$ cat src/rtl/dual_port_mem_arbiter.sv
// Shares one single-port synchronous RAM between a read-only fetch port and a
// read/write data port. Reads are tagged so each response returns to its issuer.
module dual_port_mem_arbiter #(
  parameter int ADDR_WIDTH   = 12,
  parameter int DATA_WIDTH   = 32,
  parameter int RD_LATENCY   = 1,
  parameter int STARVE_LIMIT = 3
) (
  input  logic                  clock,
  input  logic                  reset,
  input  logic                  if_req,
  input  logic [ADDR_WIDTH-1:0] if_addr,
  output logic                  if_gnt,
  output logic                  if_rvalid,
  output logic [DATA_WIDTH-1:0] if_rdata,
  input  logic                  d_req,
  input  logic                  d_wren,
  input  logic [ADDR_WIDTH-1:0] d_addr,
  input  logic [DATA_WIDTH-1:0] d_wdata,
  output logic                  d_gnt,
  output logic                  d_rvalid,
  output logic [DATA_WIDTH-1:0] d_rdata,
  output logic [ADDR_WIDTH-1:0] mem_address,
  output logic [DATA_WIDTH-1:0] mem_data,
  output logic                  mem_wren,
  input  logic [DATA_WIDTH-1:0] mem_q
);

  localparam logic [3:0] LIMIT = 4'(STARVE_LIMIT);

  typedef enum logic {
    PORT_IF = 1'b0,
    PORT_D  = 1'b1
  } port_e;

  typedef struct packed {
    logic  valid;
    port_e port;
  } tag_t;

  tag_t       tag_q [RD_LATENCY];
  tag_t       tag_d;
  logic [3:0] starve_cnt_q, starve_cnt_d;
  logic       fetch_wins;

  // NOTE: every always_comb output gets a default first so no path leaves it
  // unassigned; that is what keeps these blocks from inferring latches.
  always_comb begin
    fetch_wins = 1'b0;
    if_gnt     = 1'b0;
    d_gnt      = 1'b0;
    // Grants are forced low while reset is held, even though inputs may be active.
    if (reset) begin
      fetch_wins = if_req && (!d_req || (starve_cnt_q == LIMIT));
      if_gnt     = fetch_wins;
      d_gnt      = d_req && !fetch_wins;
    end
  end

  always_comb begin
    mem_address = '0;
    mem_data    = '0;
    mem_wren    = 1'b0;
    if (if_gnt) begin
      mem_address = if_addr;
    end else if (d_gnt) begin
      mem_address = d_addr;
      mem_wren    = d_wren;
      mem_data    = d_wren ? d_wdata : '0;
    end
  end

  always_comb begin
    starve_cnt_d = starve_cnt_q;
    if (if_gnt || !if_req) begin
      starve_cnt_d = '0;
    end else if (d_gnt && (starve_cnt_q != LIMIT)) begin
      starve_cnt_d = starve_cnt_q + 4'd1;
    end
  end

  always_comb begin
    tag_d       = '0;
    tag_d.valid = if_gnt || (d_gnt && !d_wren);
    tag_d.port  = d_gnt ? PORT_D : PORT_IF;
  end

  // NOTE: sequential state uses non-blocking assignments so every stage of the
  // tag shift register samples its predecessor's pre-edge value.
  always_ff @(posedge clock or negedge reset) begin
    if (!reset) begin
      starve_cnt_q <= '0;
      for (int i = 0; i < RD_LATENCY; i++) tag_q[i] <= '0;
    end else begin
      starve_cnt_q <= starve_cnt_d;
      tag_q[0]     <= tag_d;
      for (int i = 1; i < RD_LATENCY; i++) tag_q[i] <= tag_q[i-1];
    end
  end

  assign if_rvalid = tag_q[RD_LATENCY-1].valid && (tag_q[RD_LATENCY-1].port == PORT_IF);
  assign d_rvalid  = tag_q[RD_LATENCY-1].valid && (tag_q[RD_LATENCY-1].port == PORT_D);
  assign if_rdata  = mem_q;
  assign d_rdata   = mem_q;

endmodule

$ cat config.mk
export PLATFORM = sky130hd
export DESIGN_NAME = dual_port_mem_arbiter
export DESIGN_NICKNAME = d
export VERILOG_FILES = /design/src/rtl/dual_port_mem_arbiter.sv
export SDC_FILE = /design/constraint.sdc
export NUM_CORES = 1
export LEC_CHECK = 0
export ABC_AREA = 0
export BUFFER_PORTS_ARGS = -buffer_cell sky130_fd_sc_hd__buf_2
export CORE_AREA = 2 2 81 83
export CTS_CLUSTER_SIZE = 12
export DETAILED_ROUTE_END_ITERATION = 10
export DIE_AREA = 0 0 83 85
export HOLD_SLACK_MARGIN = 0.05
export PLACE_DENSITY = 0.61
export SKIP_LAST_GASP = 1
export SLEW_MARGIN = 20
export SYNTH_ARGS = -nofsm -noshare
export SYNTH_HDL_FRONTEND = slang
export SYNTH_SLANG_ARGS = --single-unit
$ cat constraint.sdc
create_clock -name clock -period 2.95 [get_ports clock]
set_clock_uncertainty 0.1 [all_clocks]
set_input_delay 0 -clock clock [delete_from_list [all_inputs] [get_ports clock]]
set_output_delay 0 -clock clock [all_outputs]
set_load 0.05 [all_outputs]
==> out/results.md <==
## Timing
* RSZ-0062 raised after global routing: no
* final setup violation count: 0
* final period utilization: 0.729
* max-slew violations: 0
* post-route setup TNS: 0 ps
* minimum clock period after layout: 2150 ps
* headroom to the max-slew limit: 0.325
* transition time at the pin with the least slew margin: 1010 ps
* Peak Freq: 465 MHz
* number of hold violations in the final report: 0

## GRT
* via count of the first global-routing pass: 1235
* pin count of the biggest net entering global routing: 33
* gr usage total: 0.0937
* wire length of the first global-routing pass: 5.49 mm
* initial antenna violation count: 0
* remaining global-route overflow: 0

## Synthesis
* async set-or-reset flop fraction in the synthesized netlist: 1.00
* portion of the post-synthesis area used by sequential elements: 0.128
* fraction of synthesized cell area taken by the top area cell type: 0.414
* syn_nets: 242
* synthesized area divided by synthesized cell count: 7.96 um2
* count of cell types in the netlist: 30
* number of synthesized flops with an enable pin: 0
* register bit total from synthesis: 6
* arithmetic-cell share of the synthesized area counting full adders, half adders and majority gates: 0.0106
* simple-gate portion of the synthesized area: 0.258
* dominant combinational cell family by area after synthesis: buffers and inverters
* mux cell area share after synthesis: 0
* largest cells by area after synthesis: sky130_fd_sc_hd__buf_4 (41%), sky130_fd_sc_hd__and2_1 (17%), sky130_fd_sc_hd__dfrtp_1 (13%)
* synthesized netlist cell count: 148
* most instantiated flip-flop cell in the synthesis netlist: sky130_fd_sc_hd__dfrtp_1
* top cell type by total area after synthesis: sky130_fd_sc_hd__buf_4
* synthesized-area fraction occupied by xor and xnor cells: 0
* Synth Area in Compound Gates: 0.164
* Synth Cell Area: 1180 um2
* count of yosys warnings during synthesis: 0

## Outcome
* run status: completed

## Placement
* post-DP HPWL: 2.71 mm
* post-detailed-placement cell area: 1320 um2
* port buffer count: 109
* GP Congestion: 0.874

## Finish
* most common cell after layout, fill and taps aside: sky130_fd_sc_hd__buf_2
* net count reported at finish: 325
* commonest cells after routing, fill and taps aside: sky130_fd_sc_hd__buf_2 (109), sky130_fd_sc_hd__dlygate4sd3_1 (36), sky130_fd_sc_hd__and2_1 (32)
* share of post-route cells with drive strength above 1: 0.550
* P&R area growth vs syn: 46.2%
* ant diodes: 0
* Final Instance Area: 1720 um2
* Filler Cell Count: 679

## Routing
* drt wl/cell: 11.6 um
* violation count after the first detailed-route iteration: 12
* remaining antenna violation count: 0
* Residual DRC: 0
* overall via count from detail_route: 1235
* first-pass iteration count of the detailed router: 3
* total wire length after detailed routing: 3.56 mm
* Via density: 4.04

## Critical path
* register-to-register setup slack: 1220 ps
* Max Fanout on Critical Path: 14
* endpoint of the worst register-to-register path: tag_q[1]
* maximum cell stage delay along the critical path: 410 ps
* worst path arrival time: 2050 ps
* critical-path cell list: ha_1 -> or3b_4 -> a21oi_4 -> a22o_1 -> buf_2
* worst reg2reg path startpoint: starve_cnt_q[0]
* CP Data Required Time: 2850 ps
* number of cells on the worst reg-to-reg path: 4
* critical path's slowest cell: sky130_fd_sc_hd__or3b_4
* category of the critical setup timing path: flip-flop to primary output
* Critical Path Sink Type: primary output
* endpoint of the worst setup timing path: mem_address[7]
* Worst Setup Start Kind: flip-flop
* startpoint of the worst setup timing path: starve_cnt_q[0]

## Die
* die area: 7060 um2
* die height: 85 um
* CORE AREA: 6200 um2
* num rows: 29
* effective utilization at floorplan: 0.190
* die outline width: 83 um
* count of boundary I/O pins: 206

## Flow run
* number of max-capacitance violations reported: 0

## Clock tree
* H-tree depth reported by CTS: 1
* TritonCTS Buffers: 3
* Max Root-Sink Buffers: 2
* master cell of the clock root buffer: sky130_fd_sc_hd__clkbuf_8
* number of gates given a new drive strength after cts: 0
* clock insertion delay at the later pin of the skew report: 220 ps
* Sink Count: 6
* TritonCTS clock tree: done
* clock edge transition at the registers on the reported setup and hold paths: 40 ps

## Pwr
* switching power: 345 uW
* cell-internal power: 268 uW
* fraction of power spent switching nets: 0.563
* maximum VDD drop: 0.241 mV
* part of the power in the clock network: 0.198
* Combinational Power Share: 0.660
* part of the total power dissipated in sequential elements: 0.142
* Lkg Pwr: 0.000978 uW
* power density over the cells: 356 nW/um2

## Worst hold path
* worst hold path type: input pin to asynchronous set/reset pin

[critical path: cells and delay by family, from the launching register on]
family,cells,cell delay [ps]
AOI/OAI and AO/OA,2,570
adders and majority gates,1,210
buffers and inverters,1,260
DFF,1,380
and+or+nand+nor,1,410
[kinds of logic (layout without fill, tap and decap cells)]
logic type | Yosys count | in the layout
adders and majority gates | 1 | 1
AOI/OAI and AO/OA | 21 | 21
DFF | 6 | 6
and+or+nand+nor | 50 | 50
buffers and inverters | 70 | 151
[metrics by stage]
| step | setup WS (ps) | hold slack (ps) | total power (uW) | instances | utilization |
|---|---|---|---|---|---|
| after floorplan | 968 | -396 | 446 | 148 | - |
| after global placement | 1090 | -226 | 279 | 267 | 0.213 |
| after detailed placement | 1020 | -226 | 281 | 267 | 0.213 |
| after CTS | 783 | 74.8 | 617 | 306 | 0.277 |
| after global routing | 648 | 99.6 | 638 | 306 | 0.277 |
| final | 800 | 75.6 | 612 | 306 | 0.277 |
[state kept, by name, summed over array words and instances, names as in the netlist]
name	count
starve_cnt_q	4
tag_q	2
[power groups by stage]
| stage | logic (uW) | clock network [uW] | registers [uW] |
|---|---|---|---|
| 2_1_floorplan | 358 | 0 | 87.8 |
| 3_3_place_gp | 191 | 0 | 88.1 |
| 3_5_place_dp | 193 | 0 | 88.2 |
| 4_1_cts | 405 | 125 | 87.2 |
| 5_1_grt | 422 | 128 | 87.7 |
| 6_report | 404 | 121 | 87.2 |
[worst min-delay path by stage]
stage / from / end / slack (ps) / depth (start not counted)
2_1_floorplan: reset / starve_cnt_q[0] / -400 / 0
3_3_place_gp: reset / tag_q[0] / -230 / 1
3_5_place_dp: reset / starve_cnt_q[3] / -230 / 1
4_1_cts: reset / starve_cnt_q[0] / 70 / 2
5_1_grt: reset / starve_cnt_q[0] / 100 / 2
6_report: reset / starve_cnt_q[0] / 80 / 2
[layer usage]
layer  global-route usage  share of wire  vias up  wire [um]
met5                    0              0        -          0
li1                     -              -      582          -
met1               0.0939           0.32      520       1140
met4               0.0238          0.012        0         42
met2                0.189           0.55      129       1960
met3               0.0253           0.12        4        424
[timing repair]
item / CTS / global route
buffers inserted: 0 / 0
hold endpoints to repair: 75 / 0
hold buffers: 36 / 0
[cells in the mapped netlist (2+ instances only)]
| cell | instances |
|---|---|
| sky130_fd_sc_hd__buf_4 | 65 |
| sky130_fd_sc_hd__and3_1 | 2 |
| sky130_fd_sc_hd__dfrtp_1 | 6 |
| sky130_fd_sc_hd__nor2b_1 | 3 |
| sky130_fd_sc_hd__nand2_1 | 4 |
| sky130_fd_sc_hd__nand3_1 | 2 |
| sky130_fd_sc_hd__a22o_2 | 8 |
| sky130_fd_sc_hd__a22o_1 | 4 |
| sky130_fd_sc_hd__clkbuf_2 | 2 |
| sky130_fd_sc_hd__and2_1 | 32 |
[final cells by class]
class	instances	area, um2	area share
Inverter	1	3.75	0.00218
Sequential cell	6	150	0.0872
Tap cell	77	96.3	0.0560
Timing Repair Buffer	147	921	0.535
Clock buffer	3	41.3	0.0240
Multi-Input combinational cell	72	509	0.296
(Power assumes the default switching activity.)
